$ cat config.mk
export PLATFORM = sky130hd
export DESIGN_NAME = tx_eight_ten
export DESIGN_NICKNAME = d
export VERILOG_FILES = /design/src/rtl/tx_eight_ten.sv
export SDC_FILE = /design/constraint.sdc
export NUM_CORES = 1
export LEC_CHECK = 0
export ABC_CLOCK_PERIOD_IN_PS = 10400
export CAP_MARGIN = 20
export CORE_MARGIN = 5
export CORE_UTILIZATION = 36
export DETAILED_ROUTE_END_ITERATION = 7
export DONT_BUFFER_PORTS = 1
export SYNTH_ARGS = -nofsm -noshare
export SYNTH_HDL_FRONTEND = slang
export SYNTH_SLANG_ARGS = --single-unit
$ cat constraint.sdc
create_clock -name clk -period 10.4 [get_ports clk]
set_clock_uncertainty 0.15 [all_clocks]
set_input_delay 1.04 -clock clk [delete_from_list [all_inputs] [get_ports clk]]
set_output_delay 1.04 -clock clk [all_outputs]
set_load 0.05 [all_outputs]
$ cat src/rtl/tx_eight_ten.sv
// UART transmit framer: start, D0..D7 LSB first, stop at a programmable baud.
// Define TX_PARITY_EN to insert an even-parity bit between D7 and stop.
module tx_eight_ten #(
  parameter int BAUD_W = 20
) (
  input  logic              clk,
  input  logic              rst,
  input  logic [BAUD_W-1:0] baud,
  input  logic              tx_valid,
  input  logic [7:0]        tx_data,
  output logic              tx_ready,
  output logic              tx_out,
  output logic              tx_done,
  output logic [3:0]        bit_cnt_out
);

`ifdef TX_PARITY_EN
  typedef enum logic [2:0] {
    IDLE, START, DATA, PARITY, STOP
  } state_t;
  logic par;
`else
  typedef enum logic [1:0] {
    IDLE, START, DATA, STOP
  } state_t;
`endif

  state_t            state;
  logic [7:0]        shreg;
  logic [BAUD_W-1:0] baud_q;
  logic [BAUD_W-1:0] cnt;
  logic              last;
  logic              one;
  logic              pre_last;

  assign last     = (cnt == baud_q - BAUD_W'(1));
  assign one      = (baud_q == BAUD_W'(1));
  assign pre_last = (cnt + BAUD_W'(2) == baud_q);

  always_ff @(posedge clk or negedge rst) begin
    if (!rst) begin
      state       <= IDLE;
      shreg       <= '0;
      baud_q      <= '0;
      cnt         <= '0;
      tx_ready    <= 1'b1;
      tx_out      <= 1'b1;
      tx_done     <= 1'b0;
      bit_cnt_out <= '0;
`ifdef TX_PARITY_EN
      par         <= 1'b0;
`endif
    end else begin
      tx_done <= 1'b0;
      unique case (state)
        IDLE: begin
          if (tx_valid && tx_ready) begin
            shreg       <= tx_data;
            baud_q      <= (baud == '0) ? BAUD_W'(1) : baud;
            cnt         <= '0;
            bit_cnt_out <= 4'd0;
            tx_out      <= 1'b0;
            tx_ready    <= 1'b0;
            state       <= START;
`ifdef TX_PARITY_EN
            par         <= ^tx_data;
`endif
          end
        end
        START: begin
          if (last) begin
            cnt         <= '0;
            bit_cnt_out <= 4'd1;
            tx_out      <= shreg[0];
            state       <= DATA;
          end else begin
            cnt <= cnt + BAUD_W'(1);
          end
        end
        DATA: begin
          if (last) begin
            cnt   <= '0;
            shreg <= shreg >> 1;
            if (bit_cnt_out == 4'd8) begin
`ifdef TX_PARITY_EN
              bit_cnt_out <= 4'd10;
              tx_out      <= par;
              state       <= PARITY;
`else
              bit_cnt_out <= 4'd9;
              tx_out      <= 1'b1;
              tx_done     <= one;
              state       <= STOP;
`endif
            end else begin
              bit_cnt_out <= bit_cnt_out + 4'd1;
              tx_out      <= shreg[1];
            end
          end else begin
            cnt <= cnt + BAUD_W'(1);
          end
        end
`ifdef TX_PARITY_EN
        PARITY: begin
          if (last) begin
            cnt         <= '0;
            bit_cnt_out <= 4'd9;
            tx_out      <= 1'b1;
            tx_done     <= one;
            state       <= STOP;
          end else begin
            cnt <= cnt + BAUD_W'(1);
          end
        end
`endif
        STOP: begin
          if (last) begin
            cnt      <= '0;
            tx_ready <= 1'b1;
            state    <= IDLE;
          end else begin
            // registered pulse must already be high in the final stop cycle
            cnt     <= cnt + BAUD_W'(1);
            tx_done <= pre_last;
          end
        end
        default: begin
          state    <= IDLE;
          tx_ready <= 1'b1;
          tx_out   <= 1'b1;
        end
      endcase
    end
  end

endmodule

# Word-level counts from Yosys, hierarchy flattened
# Cells that the tools add are included.
[word_totals]
register_bits = 57
inputBits = 31
output_inout_bits = 7
word_cells = 65
[classes]
n_addsub = 4
eq_ne = 12
mux = 29
reduce_logical = 12
[ops]
columns = ["operator", "n"]
rows = [
  ["$mux W20", 3],
  ["$eq A20 B20 Y1", 2],
  ["$pmux W20 S2", 1],
  ["$add A20 B1 Y20 const B", 1],
  ["$add A20 B2 Y20 const B", 1],
  ["$eq A20 B1 Y1 const B", 1],
  ["$logic_not A20 Y1", 1],
  ["$sub A20 B1 Y20 const B", 1],
  ["$mux W4", 4],
  ["$mux W8", 2],
  ["$pmux W8 S2", 1],
  ["$pmux W4 S3", 1],
  ["$mux W2", 5],
  ["$ne A2 B2 Y1 const B", 5],
  ["$mux W1", 8],
  ["$pmux W2 S4", 1],
  ["$reduce_and A3 Y1", 2],
  ["$reduce_and A5 Y1", 1],
  ["$add A4 B1 Y4 const B", 1],
  ["$eq A2 B2 Y1 const B", 2],
  ["$eq A4 B4 Y1 const B", 1],
  ["$pmux W1 S2", 2],
  ["$reduce_and A4 Y1", 1],
  ["$reduce_bool A2 Y1", 2],
  ["7 further kinds", 7],
]

# Logic depth before layout (Yosys ltp)
[logic_depth]
depth_word = 4
depth_mapped = 12
mapped_depth_nobuf = 10

# Least setup slack after synthesis
# Ideal clock, no wire load.
[synth_path]
path_kind = "register to register"
start = "register baud_q[0]"
end = "register shreg[0]"
setup_ns = 0.125
t_arrival_ns = 3.043
t_required_ns = 10.125
slack_ns = 7.082
stages_incl_launch_ff = 9
path_buffers = 0
synth_period_minus_slack_ns = 3.318
path_cell_list = "dfrtp_1 > or4_4 > a2111oi_2 > nor3b_1 > or4_4 > a2111oi_4 > nand4_2 > a21oi_4 > mux2_2"
[synth_between]
elab_chain_cells = 4
[synth_rtl]
columns = ["item", "line", "source"]
rows = [
  ["start: declaration", "30", "logic [BAUD_W-1:0] baud_q;"],
  ["start signal: assignment", "59", "baud_q <= (baud == '0) ? BAUD_W'(1) : baud;"],
  ["$sub A20 B1 Y20", "36", "assign last = (cnt == baud_q - BAUD_W'(1));"],
  ["$eq A20 B20 Y1", "36", ""],
  ["$ne A2 B2 Y1 (no source line)", "n/a", ""],
  ["$reduce_and A3 Y1 (no source line)", "n/a", ""],
  ["end signal: assignment", "58", "shreg <= tx_data;"],
  ["end signal: assignment", "83", "shreg <= shreg >> 1;"],
  ["end: declaration", "29", "logic [7:0] shreg;"],
]
# Every way passes these cells.
# A chain may end at the register's enable or synchronous reset.

# Final worst setup path
[layout_path]
start = "register baud_q[0]"
end = "register cnt[6]"
[layout_between]
elab_chain_cells = 4
[layout_rtl]
columns = ["item", "line", "source"]
rows = [
  ["$sub A20 B1 Y20", "36", ""],
  ["$eq A20 B20 Y1", "36", ""],
  ["$mux W20", "71, 81, 117", ""],
  ["$pmux W20 S2", "55", "unique case (state)"],
  ["end signal: assignment", "77", "cnt <= cnt + BAUD_W'(1);"],
  ["end signal: assignment", "100", "cnt <= cnt + BAUD_W'(1);"],
  ["end signal: assignment", "123", "cnt <= cnt + BAUD_W'(1);"],
  ["end: declaration", "31", "logic [BAUD_W-1:0] cnt;"],
]
# Every way passes these cells.

==> results.sh <==
export IMPL_post_dp_cell_area_um2=4170
export IMPL_maxSlewHeadroom_pct=46.4
export IMPL_routed_wl_um=10400
export IMPL_path_clk_slew_ns=0.06
export IMPL_drtIter0Drc=230
export IMPL_crit_path_start_kind="register"
export IMPL_worst_path_buf_inv=1
export IMPL_cts_hold_buf=0
export IMPL_synth_compound_area_share_pct=10.8
export IMPL_worst_path_max_delay_cell="o21a_1"
export IMPL_syn_inst=445
export IMPL_worstReg2RegEnd="cnt[6]"
export IMPL_vdd_drop_max_v=0.000165
export IMPL_cts_path_max_buffers=2
export IMPL_ys_seq_area_share_pct=34.7
export IMPL_grt_pass1_wl_um=17400
export IMPL_synthArstFlopShare_pct=100
export IMPL_post_cts_resized=0
export IMPL_cts_sinks=57
export IMPL_crit_family="simple AND/OR/NAND/NOR gates"
export IMPL_drc=0
export IMPL_synth_edf_count=0
export IMPL_crit_fanout=17
export IMPL_post_cts_buffers=0
export IMPL_num_antenna_cells=0
export IMPL_finalNetCount=474
export IMPL_fp_dieW_um=117
export IMPL_ff2ff_path_depth=10
export IMPL_wire_per_inst_um=18.0
export IMPL_cp_cell_sequence="inv_1 > ha_1 > nor3b_1 > a21boi_0 > o32ai_1 > a31oi_1 > nor4bb_1 > and4_1 > o21a_1 > nor2_1"
export IMPL_placementRows=39
export IMPL_status="complete, no violations"
export IMPL_max_stage_delay_ns=0.60
export IMPL_cp_required_ns=10.43
export IMPL_cts_tree="done"
export IMPL_cts_htree_levels=3
export IMPL_final_area_um2=4480
export IMPL_syn_cell_area_um2=4120
export IMPL_fin_crit_ns=3.97
export IMPL_cp_arrival_ns=4.00
export IMPL_grt_antenna_before_repair=0
export IMPL_dieArea_um2=13700
export IMPL_core_um2=11300
export IMPL_syn_num_nets=487
export IMPL_clk_latency_ns=0.33
export IMPL_synth_simple_area_share_pct=24.6
export IMPL_hold_path_class="in2async"
export IMPL_slew_viol_final=0
export IMPL_ios=38
export IMPL_avgViaCountPerCell=5.75
export IMPL_worstSetupEndpointType="register"
export IMPL_initial_core_util_pct=36.4
export IMPL_tns_ns=0
export IMPL_hold_violations=0
export IMPL_final_period_utilization_pct=38.2
export IMPL_grt_pass1_vias=3420
export IMPL_cts_made_buffers=9
export IMPL_syn_area_per_cell_um2=9.26
export IMPL_finalSetupViolCount=0
export IMPL_timing_fmax_mhz=252
export IMPL_criticalPathCategory="reg2reg"
export IMPL_die_y_um=117
export IMPL_grt_total_usage_pct=16.3
export IMPL_synthAdderAreaFrac_pct=3.34
export IMPL_synthDistinctLibCells=68
export IMPL_synth_xor_area_share_pct=10.4
export IMPL_tightestPinTransition_ns=0.797
export IMPL_port_buffers=0
export IMPL_drt_pass1_iter_count=4
export IMPL_holdWs_ns=0.261
export IMPL_vias=3335
export IMPL_syn_to_final_growth_pct=8.59
export IMPL_p_leak_nw=1.74
export IMPL_synth_mux_area_share_pct=11.8
export IMPL_power_density_nw_per_um2=280
export IMPL_grt_max_degree=58
export IMPL_layout_drive_gt1_share_pct=15.3
export IMPL_gp_congestion=0.852
export IMPL_drv_cap=0
export IMPL_rsz0062_at_grt="no"
export IMPL_synth_seq_cells=57
export IMPL_rrSetupSlack_ns=6.43
export IMPL_hpwl_um=7830
export IMPL_yosysWarningCount=0
export IMPL_root_buffer="clkbuf_16"
export IMPL_ant_nets=0
export IMPL_reg2reg_from="baud_q[0]"
export IMPL_ys_flop_type="dfrtp_1"
export IMPL_overflow=0
export IMPL_synth_top_family_by_area="simple AND/OR/NAND/NOR gates"
flip-flops by register name, summed over array words and instances (netlist names):
| register | count |
|---|---|
| tx_ready | 1 |
| state | 2 |
| bit_cnt_out | 4 |
| shreg | 8 |
| tx_done | 1 |
| tx_out | 1 |
| cnt | 20 |
| baud_q | 20 |
through the flow:
stage          utilization, %  std cells  total power, mW  setup slack, ns
6_report                 39.5        580             1.25             6.43
2_1_floorplan               -        445            0.845             7.08
4_1_cts                  39.4        579             1.26             6.46
3_5_place_dp             36.9        563            0.959             6.48
3_3_place_gp             36.9        563            0.944             6.67
5_1_grt                  39.5        580             1.34             6.09
routing by layer:
layer	part of all wire, %	vias up	track usage, %
met2	47	75	25.9
met5	0	-	0
met1	46	1653	21.5
met3	4.6	22	4.01
li1	-	1585	-
met4	2.7	0	6.50
power breakdown:
group          leakage [nW]  total [mW]  internal (mW)  switching, mW
Clock                 0.139       0.290          0.185          0.105
Combinational         0.885       0.517          0.240          0.278
Sequential            0.718       0.445          0.299          0.146
logic make-up (layout without fill, tap and decap cells):
| kind of cell | count (synthesis) | after routing |
|---|---|---|
| compound gates | 58 | 58 |
| xor+xnor | 49 | 49 |
| fa+ha+maj | 11 | 11 |
| buf+inv | 39 | 31 |
| flops | 57 | 57 |
| mux | 44 | 44 |
| simple gates | 187 | 187 |
cells in the final DEF (no fill, tap or decap), types with 3 or more instances in the layout:
master | synthesis | layout
a211oi_1 | 3 | 3
a21oi_1 | 7 | 7
a31oi_1 | 5 | 5
and3_1 | 3 | 3
and3b_1 | 3 | 3
and4_1 | 4 | 4
clkbuf_16 | 0 | 9
dfrtp_1 | 55 | 55
ha_1 | 11 | 11
inv_1 | 14 | 14
mux2_2 | 34 | 34
mux2i_1 | 8 | 8
nand2_1 | 31 | 31
nand2b_1 | 8 | 8
nand3_1 | 20 | 20
nand4_1 | 14 | 14
nor2_1 | 45 | 45
nor3_1 | 15 | 15
nor3b_1 | 7 | 7
nor4_1 | 11 | 11
nor4b_1 | 4 | 4
o21ai_0 | 13 | 13
or2_2 | 3 | 3
xnor2_1 | 22 | 22
xor2_1 | 27 | 27
worst reg2reg max path: cells and delay by family, from the launching register on:
family                   cells  cell delay (ns)
AO/OA/AOI/OAI                4             1.29
adder cells (fa/ha/maj)      1             0.23
buffers and inverters        1             0.12
flip-flops                   1             0.45
AND/OR/NAND/NOR              4             1.59
cell usage after synthesis, types with 4 or more instances:
| master | instances | area [um2] |
|---|---|---|
| mux2_2 | 34 | 383 |
| buf_6 | 4 | 45.0 |
| nand3_1 | 20 | 100 |
| nor2_1 | 45 | 169 |
| and4_1 | 4 | 35.0 |
| nor3b_1 | 7 | 52.6 |
| a31oi_1 | 5 | 31.3 |
| nor3_1 | 15 | 75.1 |
| nor4b_1 | 4 | 35.0 |
| xor2_1 | 27 | 236 |
| inv_1 | 14 | 52.6 |
| nand2b_1 | 8 | 50.1 |
| nor4_1 | 11 | 68.8 |
| xnor2_1 | 22 | 193 |
| dfrtp_1 | 55 | 1380 |
| o21ai_0 | 13 | 65.1 |
| nand2_1 | 31 | 116 |
| clkbuf_1 | 17 | 63.8 |
| a21oi_1 | 7 | 35.0 |
| ha_1 | 11 | 138 |
| nand4_1 | 14 | 87.6 |
| mux2i_1 | 8 | 80.1 |
layout make-up:
cell class | count | area, um2
multi-input combinational | 349 | 2510
sequential | 57 | 1430
tap | 143 | 179
inverter | 14 | 52.6
clock buffer | 11 | 233
fill | 1136 | 6840
clock inverter | 5 | 56.3
timing repair buffer | 1 | 15.0
worst max path at each step:
stage | endpoint | cells past startpoint | slack, ns | start
detailed placement | cnt[4] | 10 | 6.48 | baud_q[0]
CTS | cnt[2] | 10 | 6.46 | baud_q[0]
floorplan | shreg[0] | 8 | 7.08 | baud_q[0]
global placement | cnt[2] | 10 | 6.67 | baud_q[0]
finish | cnt[6] | 10 | 6.43 | baud_q[0]
global route | cnt[18] | 10 | 6.09 | baud_q[0]
No activity file was read; power rests on OpenSTA's default activity.
